==> src/rtl/multicycle_control.sv <==
// Main control FSM for the multi-cycle RV32I core: sequences fetch, decode, execute,
// memory and writeback over a shared datapath, with ready-qualified memory accesses.
module multicycle_control (
  input  logic       clk,
  input  logic       reset,
  input  logic [6:0] Opcode,
  input  logic [2:0] Funct3,
  input  logic       Zero,
  input  logic       MemReady,
  output logic       PCEn,
  output logic       IorD,
  output logic       MemRead,
  output logic       MemWrite,
  output logic       IRWrite,
  output logic       MemtoReg,
  output logic       RegWrite,
  output logic [1:0] ALUSrcA,
  output logic [1:0] ALUSrcB,
  output logic [1:0] ALUOp,
  output logic       FunctZero,
  output logic       PCSource,
  output logic       InstrDone,
  output logic       IllegalInstr
);

  localparam logic [6:0] OpRType  = 7'b0110011;
  localparam logic [6:0] OpIType  = 7'b0010011;
  localparam logic [6:0] OpLoad   = 7'b0000011;
  localparam logic [6:0] OpStore  = 7'b0100011;
  localparam logic [6:0] OpBranch = 7'b1100011;

  typedef enum logic [3:0] {
    StFetch   = 4'd0,
    StDecode  = 4'd1,
    StExecR   = 4'd2,
    StExecI   = 4'd3,
    StAluWb   = 4'd4,
    StMemAdr  = 4'd5,
    StMemRd   = 4'd6,
    StMemWb   = 4'd7,
    StMemWr   = 4'd8,
    StBranch  = 4'd9,
    StIllegal = 4'd10
  } state_e;

  state_e r_state;
  state_e w_state_next;

  always_ff @(posedge clk) begin
    if (reset) r_state <= StFetch;
    else       r_state <= w_state_next;
  end

  always_comb begin
    w_state_next = StFetch;
    PCEn         = 1'b0;
    IorD         = 1'b0;
    MemRead      = 1'b0;
    MemWrite     = 1'b0;
    IRWrite      = 1'b0;
    MemtoReg     = 1'b0;
    RegWrite     = 1'b0;
    ALUSrcA      = 2'b00;
    ALUSrcB      = 2'b00;
    ALUOp        = 2'b00;
    FunctZero    = 1'b0;
    PCSource     = 1'b0;
    InstrDone    = 1'b0;
    IllegalInstr = 1'b0;

    case (r_state)
      StFetch: begin
        MemRead      = 1'b1;
        ALUSrcB      = 2'b01;
        FunctZero    = 1'b1;
        IRWrite      = MemReady;
        PCEn         = MemReady;
        w_state_next = MemReady ? StDecode : StFetch;
      end
      StDecode: begin
        ALUSrcA   = 2'b01;
        ALUSrcB   = 2'b10;
        FunctZero = 1'b1;
        // lh/sh would reach the ALU decoder as a shift; only beq/bne are implemented
        case (Opcode)
          OpRType:          w_state_next = StExecR;
          OpIType:          w_state_next = StExecI;
          OpLoad, OpStore:  w_state_next = (Funct3 == 3'b001) ? StIllegal : StMemAdr;
          OpBranch:         w_state_next = (Funct3[2:1] == 2'b00) ? StBranch : StIllegal;
          default:          w_state_next = StIllegal;
        endcase
      end
      StExecR: begin
        ALUSrcA      = 2'b10;
        ALUOp        = 2'b10;
        w_state_next = StAluWb;
      end
      StExecI: begin
        ALUSrcA      = 2'b10;
        ALUSrcB      = 2'b10;
        w_state_next = StAluWb;
      end
      StAluWb: begin
        RegWrite  = 1'b1;
        InstrDone = 1'b1;
      end
      StMemAdr: begin
        ALUSrcA      = 2'b10;
        ALUSrcB      = 2'b10;
        FunctZero    = 1'b1;
        w_state_next = (Opcode == OpLoad) ? StMemRd : StMemWr;
      end
      StMemRd: begin
        MemRead      = 1'b1;
        IorD         = 1'b1;
        w_state_next = MemReady ? StMemWb : StMemRd;
      end
      StMemWb: begin
        RegWrite  = 1'b1;
        MemtoReg  = 1'b1;
        InstrDone = 1'b1;
      end
      StMemWr: begin
        MemWrite     = 1'b1;
        IorD         = 1'b1;
        InstrDone    = MemReady;
        w_state_next = MemReady ? StFetch : StMemWr;
      end
      StBranch: begin
        ALUSrcA   = 2'b10;
        ALUOp     = 2'b01;
        PCSource  = 1'b1;
        InstrDone = 1'b1;
        PCEn      = ~(Zero ^ ~Funct3[0]);
      end
      StIllegal: begin
        IllegalInstr = 1'b1;
        InstrDone    = 1'b1;
      end
      default: w_state_next = StFetch;
    endcase

    // Strobes must be quiet during reset even though they are combinational
    if (reset) begin
      PCEn         = 1'b0;
      IorD         = 1'b0;
      MemRead      = 1'b0;
      MemWrite     = 1'b0;
      IRWrite      = 1'b0;
      MemtoReg     = 1'b0;
      RegWrite     = 1'b0;
      ALUSrcA      = 2'b00;
      ALUSrcB      = 2'b00;
      ALUOp        = 2'b00;
      FunctZero    = 1'b0;
      PCSource     = 1'b0;
      InstrDone    = 1'b0;
      IllegalInstr = 1'b0;
    end
  end

endmodule

==> config.mk <==
export PLATFORM = sky130hd
export DESIGN_NAME = multicycle_control
export DESIGN_NICKNAME = d
export VERILOG_FILES = /design/src/rtl/multicycle_control.sv
export SDC_FILE = /design/constraint.sdc
export NUM_CORES = 1
export LEC_CHECK = 0
export CAP_MARGIN = 20
export CORE_MARGIN = 3
export CORE_UTILIZATION = 32
export CTS_CLUSTER_SIZE = 14
export DETAILED_ROUTE_END_ITERATION = 8
export GPL_ROUTABILITY_DRIVEN = 0
export PLACE_DENSITY = 0.72
export SETUP_SLACK_MARGIN = 0.15
export SLEW_MARGIN = 10
export SYNTH_ARGS = -nofsm -noshare
export SYNTH_HDL_FRONTEND = slang
export SYNTH_SLANG_ARGS = --single-unit
==> constraint.sdc <==
create_clock -name clk -period 1.09 [get_ports clk]
set_input_delay 0.109 -clock clk [delete_from_list [all_inputs] [get_ports clk]]
set_output_delay 0.109 -clock clk [all_outputs]
set_load 0.05 [all_outputs]
==> results of run 1 <==
==> per-stage QoR <==
stage | instances | hold slack, ns | setup WS, ns
after floorplan | 76 | 0.274 | -0.430
after global placement | 146 | 0.664 | -0.366
==> kinds of logic after synthesis <==
group / synth area share, %
AO/OA/AOI/OAI: 26.8
AND/OR/NAND/NOR: 45.2
buffers and inverters: 8.68
XOR/XNOR: 3.47
flip-flops: 15.9
==> metrics.md, run 1 <==
| Metric | Value |
|---|---|
| Tool error | `[ERROR DPL-0038] Utilization greater than 100%, impossible to legalize` |
| Die Wd | `45.7 um` |
| Mapped Cells | `76` |
| Initial Utilization | `36.5%` |
| Sequential fraction of the synthesis area | `15.9%` |
| Average cell area after synthesis | `6.63 um2` |
| Synthesized Nets | `90` |
| Stopped at | `detailed placement (3_5_place_dp)` |
| Most used DFF post-synth | `dfxtp_1` |
| IO Pins | `31` |
| # rows | `13` |
| Syn Std Cell Area | `504 um2` |
| Outcome | `aborted with a tool error` |
| Most common cell in the synthesized netlist | `nor2_1` |
| Top cell type's share of synthesized area | `15.9%` |
| Post-synth cell types | `35` |
| Yosys top cell by area | `dfxtp_1` |
| Number of synthesized flops with an enable pin | `0` |
| Synth warnings | `0` |
| Async SR Flop Fraction | `0%` |
| Post-synthesis register bit count | `4` |
| Port Buffers | `30` |
| Largest cells by area after synthesis | `dfxtp_1, nor2_1, nor4_1` |
| Commonest cells post-synth | `nor2_1, a21oi_1, nor4_1` |
| Die height | `45.7 um` |
==> inputs of run 2 (changes only) <==
--- a/config.mk
+++ b/config.mk
@@ -6,13 +6,11 @@
 export NUM_CORES = 1
 export LEC_CHECK = 0
 export CAP_MARGIN = 20
-export CORE_MARGIN = 3
-export CORE_UTILIZATION = 32
-export CTS_CLUSTER_SIZE = 14
+export CORE_AREA = 3 3 64 66
 export DETAILED_ROUTE_END_ITERATION = 8
+export DIE_AREA = 0 0 67 69
 export GPL_ROUTABILITY_DRIVEN = 0
-export PLACE_DENSITY = 0.72
-export SETUP_SLACK_MARGIN = 0.15
+export PLACE_DENSITY_LB_ADDON = 0.15
 export SLEW_MARGIN = 10
 export SYNTH_ARGS = -nofsm -noshare
 export SYNTH_HDL_FRONTEND = slang
==> constraint.sdc (replaced) <==
create_clock -name clk -period 1.42 [get_ports clk]
set_input_delay 0.142 -clock clk [delete_from_list [all_inputs] [get_ports clk]]
set_output_delay 0.142 -clock clk [all_outputs]
set_load 0.05 [all_outputs]
==> metrics.md, run 2 <==
| Metric | Value |
|---|---|
| Post-synthesis register bit count | `4 (unchanged)` |
| Worst r2r dst | `r_state[0]` |
| Synth warnings | `0 (unchanged)` |
| GR Overflow Total | `0` |
| M2 GR Usage | `17.4%` |
| Fraction of layout instances using a drive strength above 1 | `65.9%` |
| # rows | `22 (was 13)` |
| Final Hold Vio Count | `0` |
| Port Buffers | `30 (unchanged)` |
| Most used DFF post-synth | `dfxtp_1 (unchanged)` |
| Fillcell total | `357` |
| CP required | `1.28 ns` |
| Most common cell in the synthesized netlist | `nor2_1 (unchanged)` |
| Most frequent cells in the layout | `buf_4, buf_12, clkdlybuf4s50_1` |
| Full die area | `4620 um2` |
| Via count | `828` |
| Initial antenna violation count | `0` |
| Leakage power | `0.632 nW` |
| Most common cell after layout, fill and taps aside | `buf_4` |
| Fmax | `0.644 GHz` |
| Sequential fraction of the synthesis area | `15.9% (unchanged)` |
| Hold Path Sink | `r_state[1]` |
| Biggest register | `r_state` |
| DRC viols | `0` |
| PwrDens | `623 nW/um2` |
| Initial Utilization | `13.9% (was 36.5%)` |
| Failing checks | `negative setup slack` |
| Crit Path Class | `reg2out` |
| Yosys top cell by area | `dfxtp_1 (unchanged)` |
| Routed Wire Length | `2270 um` |
| Core Footprint | `3630 um2` |
| Commonest cells post-synth | `nor2_1, a21oi_1, nor4_1 (unchanged)` |
| First-pass GRT wire length | `3910 um` |
| Worst vdd ir | `203 uV` |
| Largest net degree at the start of global routing | `16` |
| Setup Skew | `0.00393 ns` |
| Gr busiest metal | `met2` |
| WL/cell | `12.2 um` |
| Vias per cell | `4.45` |
| Setup WS post-layout | `-0.133 ns` |
| Worst-path fanout max | `6` |
| Final HPWL DP | `1750 um` |
| Final Cycle Share | `109%` |
| Largest cells by area after synthesis | `dfxtp_1, nor2_1, nor4_1 (unchanged)` |
| Met3 global-route usage | `1.30%` |
| Worst Hold Launch | `reset` |
| Met1 usage | `13.9%` |
| Die height | `69 um (was 45.7 um)` |
| Critical Path AT | `1.41 ns` |
| Reg2Reg Depth | `4` |
| CTS Hold Bufs | `0` |
| Top cell type's share of synthesized area | `15.9% (unchanged)` |
| CTS sink cnt | `4` |
| Final Slew Violations | `0` |
| Crit path capture type | `primary output` |
| Max_cap viols | `0` |
| Final setup vio count | `13` |
| Vias in the first global route | `833` |
| CTS tree | `yes` |
| Min Tclk post-route | `1.55 ns` |
| Async SR Flop Fraction | `0% (unchanged)` |
| Synthesized Nets | `90 (unchanged)` |
| Longest Clk Path Bufs | `2` |
| Total Power | `1.02 mW` |
| Number of synthesized flops with an enable pin | `0 (unchanged)` |
| Outcome | `finished with violations (was aborted with a tool error)` |
| Average cell area after synthesis | `6.63 um2 (unchanged)` |
| Initial DRC count | `16` |
| Total track usage | `10.8%` |
| # H-tree levels | `1` |
| Worst r2r src | `r_state[2]` |
| Worst hold stages | `4` |
| Top flop regs | `r_state (4)` |
| Synth-to-Final Area Change | `224%` |
| Initial DRT Pass Iterations | `4` |
| Mapped Cells | `76 (unchanged)` |
| Die Wd | `67 um (was 45.7 um)` |
| Post-synth cell types | `35 (unchanged)` |
| Slew margin rel. | `71.7%` |
| Clock Tree Root | `clkbuf_8` |
| Setup TNS | `-0.928 ns` |
| Hold WS | `0.639 ns` |
| Largest register FFs | `4` |
| CTS clock-pin slew for the worst setup and hold paths | `0.03 ns` |
| TritonCTS buffer count | `3` |
| Final nets | `154` |
| Syn Std Cell Area | `504 um2 (unchanged)` |
| Footprint of the multi-input gates | `653 um2` |
| Worst-skew pair later-pin latency | `0.22 ns` |
| Antenna viol nets, final | `0` |
| Antenna diode count | `0` |
| FF-to-FF setup slack | `0.08 ns` |
| Seq. cell area | `95.1 um2` |
| RSZ-0062 raised after global routing | `true` |
| IO Pins | `31 (unchanged)` |
| Hold/Removal Path Class | `in2reg` |
| Worst slew pin tran | `0.419 ns` |
| Pre-CTS setup slack | `-0.113 ns` |
| CP Launch Type | `flip-flop` |
==> run 2: cell counts after synthesis <==
No cell type changed its count.
==> run 2: kinds of logic (layout without fill, tap and decap cells) <==
logic type	count (synthesis)	in the layout	share of synthesized area, %
DFF	4	4	15.9
xor gates and xnor gates	2	2	3.47
AOI/OAI and AO/OA	21	21	26.8
and+or+nand+nor	41	41	45.2
buffers and inverters	8	70	8.68
==> run 2: timing repair <==
item	in CTS	in global routing
pin swaps	11	4
gates resized for setup	26	9
endpoints found under the setup margin	17	17
buffers inserted	9	2
==> run 2: worst max-delay path, stage by stage (launching register included) <==
cell and delay [ns]:
dfxtp_4 0.36, nand2b_4 0.19, o22ai_4 0.16, nor2_2 0.07, a211oi_4 0.24, buf_12 0.17
==> run 2: final cells by class <==
| cell class | count | share of cell area (%) |
|---|---|---|
| multi-input combinational | 64 | 39.9 |
| clock buffer | 3 | 2.52 |
| inverter | 2 | 0.765 |
| sequential | 4 | 5.81 |
| timing repair buffer | 65 | 47.3 |
| tap | 48 | 3.67 |
==> run 2: where the power goes <==
group | switching (mW) | internal (mW) | leakage, nW | total, mW
Sequential | 0.0279 | 0.121 | 0.0356 | 0.149
Combinational | 0.308 | 0.318 | 0.575 | 0.626
Clock | 0.0633 | 0.181 | 0.0216 | 0.244
Total | 0.400 | 0.620 | 0.632 | 1.02
==> run 2: routing by layer <==
layer	up-vias	part of all wire, %	wire length [um]
met4	0	2.0	45
li1	416	-	-
met1	392	43	983
met2	16	52	1180
met3	4	2.6	59
met5	-	0	0
==> run 2: worst max-delay path by stage <==
stage / from / endpoint / slack, ns / cells past startpoint
detailed placement: reset / PCEn / -0.11 / 5
floorplan: reset / ALUOp[1] / -0.21 / 2
global route: r_state[2] / InstrDone / -0.19 / 5
global placement: reset / PCEn / -0.09 / 5
CTS: r_state[2] / IorD / -0.16 / 6
finish: r_state[2] / InstrDone / -0.13 / 5
==> run 2: per-stage QoR <==
step | utilization [%] | instance area, um2 | instances
after global routing | 45.0 | 1640 | 186
final | 45.0 | 1640 | 186
after CTS | 43.4 | 1580 | 184
after floorplan | - | 762 | 76
after detailed placement | 37.7 | 1370 | 172
after global placement | 37.7 | 1370 | 172
Note: power is estimated with default switching activity, not from simulation.
==> inputs of run 3 (changes only) <==
--- a/config.mk
+++ b/config.mk
@@ -11,6 +11,8 @@
 export DIE_AREA = 0 0 67 69
 export GPL_ROUTABILITY_DRIVEN = 0
 export PLACE_DENSITY_LB_ADDON = 0.15
+export RECOVER_POWER = 100
+export SKIP_LAST_GASP = 1
 export SLEW_MARGIN = 10
 export SYNTH_ARGS = -nofsm -noshare
 export SYNTH_HDL_FRONTEND = slang
==> metrics.md, run 3 (synthesis results as in run 2) <==
| Metric | Value |
|---|---|
| Worst hold stages | `4 (unchanged)` |
| Final Slew Violations | `0 (unchanged)` |
| Slowest cell on crit path | `dfxtp_4 (unchanged)` |
| First-pass GRT wire length | `3880 um (was 3910 um)` |
| Worst-path fanout max | `6 (unchanged)` |
| Leakage power | `0.660 nW (was 0.632 nW)` |
| Setup WS post-layout | `-0.134 ns (was -0.133 ns)` |
| Hold Path Sink | `r_state[1] (unchanged)` |
| CP Launch Type | `flip-flop (unchanged)` |
| Post-route cell area | `1660 um2 (was 1640 um2)` |
| CP startpoint | `r_state[2] (unchanged)` |
| Initial DRT Pass Iterations | `4 (unchanged)` |
| DP Cell Count | `172 (unchanged)` |
| Initial antenna violation count | `0 (unchanged)` |
| Hold/Removal Path Class | `in2reg (unchanged)` |
| Antenna viol nets, final | `0 (unchanged)` |
| Clock Tree Root | `clkbuf_8 (unchanged)` |
| Failing checks | `negative setup slack (unchanged)` |
| Vias per cell | `4.49 (was 4.45)` |
| Synth-to-Final Area Change | `228% (was 224%)` |
| WL/cell | `12.6 um (was 12.2 um)` |
| Core Footprint | `3630 um2 (unchanged)` |
| Antenna diode count | `0 (unchanged)` |
| Port Buffers | `30 (unchanged)` |
| Full die area | `4620 um2 (unchanged)` |
| Layout Cells excl Fill | `191 (was 186)` |
| Worst r2r src | `r_state[2] (unchanged)` |
| IO Pins | `31 (unchanged)` |
| Final Cycle Share | `109% (about the same)` |
| Total track usage | `10.7% (was 10.8%)` |
| Most frequent cells in the layout | `buf_4, buf_12, clkdlybuf4s50_1 (unchanged)` |
| Hold WS | `0.562 ns (was 0.639 ns)` |
| RSZ-0062 raised after global routing | `true (unchanged)` |
| Fraction of layout instances using a drive strength above 1 | `65.7% (was 65.9%)` |
| Largest register FFs | `4 (unchanged)` |
| Final HPWL DP | `1750 um (unchanged)` |
| GR Overflow Total | `0 (unchanged)` |
| Longest Clk Path Bufs | `2 (unchanged)` |
| CTS clock-pin slew for the worst setup and hold paths | `0.04 ns (was 0.03 ns)` |
| CP required | `1.28 ns (about the same)` |
| Slew margin rel. | `71.7% (about the same)` |
| DRC viols | `0 (unchanged)` |
| Critical-path cell list | `nand2b_4 > o22ai_4 > nor2_2 > a211oi_4 > buf_12 (unchanged)` |
| Max_cap viols | `0 (unchanged)` |
| Routed Wire Length | `2410 um (was 2270 um)` |
| CTS tree | `yes (unchanged)` |
| Max incr delay on CP | `0.36 ns (about the same)` |
| Worst-skew pair later-pin latency | `0.23 ns (was 0.22 ns)` |
| Initial DRC count | `20 (was 16)` |
| Most common cell after layout, fill and taps aside | `buf_4 (unchanged)` |
| PwrDens | `620 nW/um2 (was 623 nW/um2)` |
| Outcome | `finished with violations (unchanged)` |
| Final setup vio count | `13 (unchanged)` |
| FF-to-FF setup slack | `0.08 ns (about the same)` |
| Top flop regs | `r_state (4) (unchanged)` |
| Fmax | `0.643 GHz (was 0.644 GHz)` |
| # rows | `22 (unchanged)` |
| Biggest register | `r_state (unchanged)` |
| Critical Path AT | `1.41 ns (about the same)` |
| Worst slew pin tran | `0.418 ns (was 0.419 ns)` |
| Min Tclk post-route | `1.55 ns (about the same)` |
| CTS sink cnt | `4 (unchanged)` |
| Cell family with most CP delay | `compound AO/OA/AOI/OAI gates (unchanged)` |
| TritonCTS buffer count | `3 (unchanged)` |
| Die Wd | `67 um (unchanged)` |
| Via count | `857 (was 828)` |
| Die height | `69 um (unchanged)` |
| Crit Path Class | `reg2out (unchanged)` |
| Reg2Reg Depth | `4 (unchanged)` |
| Placed Area | `1370 um2 (unchanged)` |
| Initial Utilization | `13.9% (unchanged)` |
| Setup Skew | `0.00613 ns (was 0.00393 ns)` |
| Final Hold Vio Count | `0 (unchanged)` |
| Worst vdd ir | `212 uV (was 203 uV)` |
| Final nets | `159 (was 154)` |
| Critical path buffers and inverters | `1 (unchanged)` |
| Vias in the first global route | `825 (was 833)` |
| # H-tree levels | `1 (unchanged)` |
| Fillcell total | `359 (was 357)` |
| Worst Hold Launch | `reset (unchanged)` |
| Largest net degree at the start of global routing | `16 (unchanged)` |
| Worst r2r dst | `r_state[0] (unchanged)` |
| Crit path capture type | `primary output (unchanged)` |
-- run 3: timing repair --
action	4_1_cts	5_1_grt
gates resized for setup	17	11
gates cloned	0	1
hold buffers	0	0
endpoints found under the setup margin	17	18
pin swaps	9	7
buffers inserted	9	6
-- run 3: worst min-delay path, cell delays in order --
cell            delay (ns)
dlymetal6s2s_1        0.22
buf_12                0.19
nor4_4                0.06
o2bb2ai_1             0.11
-- run 3: how the worst max path moves through the flow --
stage	cells past startpoint	endpoint	slack, ns
CTS	6	IorD	-0.16
floorplan	2	ALUOp[1]	-0.21
detailed placement	5	PCEn	-0.11
global route	6	IorD	-0.20
finish	5	InstrDone	-0.13
global placement	5	PCEn	-0.09
-- run 3: cell type report --
| cell class | count | area, um2 | share of cell area [%] |
|---|---|---|---|
| clock buffer | 3 | 41.3 | 2.49 |
| inverter | 2 | 15.0 | 0.907 |
| multi-input combinational | 64 | 637 | 38.5 |
| sequential | 4 | 95.1 | 5.74 |
| tap | 48 | 60.1 | 3.63 |
| timing repair buffer | 70 | 807 | 48.8 |
-- run 3: metrics by stage --
step	power [mW]	setup TNS (ns)	worst slack, ns	utilization (%)
after CTS	0.993	-1.12	-0.161	42.7
after floorplan	0.463	-0.633	-0.207	-
after global placement	0.684	-0.461	-0.0940	37.7
after detailed placement	0.687	-0.604	-0.113	37.7
after global routing	1.08	-2.17	-0.202	45.6
final	1.03	-1.17	-0.134	45.6
-- run 3: power breakdown --
group / switching, mW / internal, mW / total, mW
registers: 0.0260 / 0.121 / 0.147
logic: 0.309 / 0.315 / 0.624
clock network: 0.0728 / 0.182 / 0.255
-- run 3: per-layer routing --
metal  wire length [um]  global-route usage [%]  up-vias  part of all wire [%]
met1               1030                    14.0      407                    43
li1                   -                       -      426                     -
met4                 52                    5.41        0                   2.2
met5                  0                       0        -                     0
met2               1210                    17.0       20                    50
met3                109                    1.14        4                   4.5
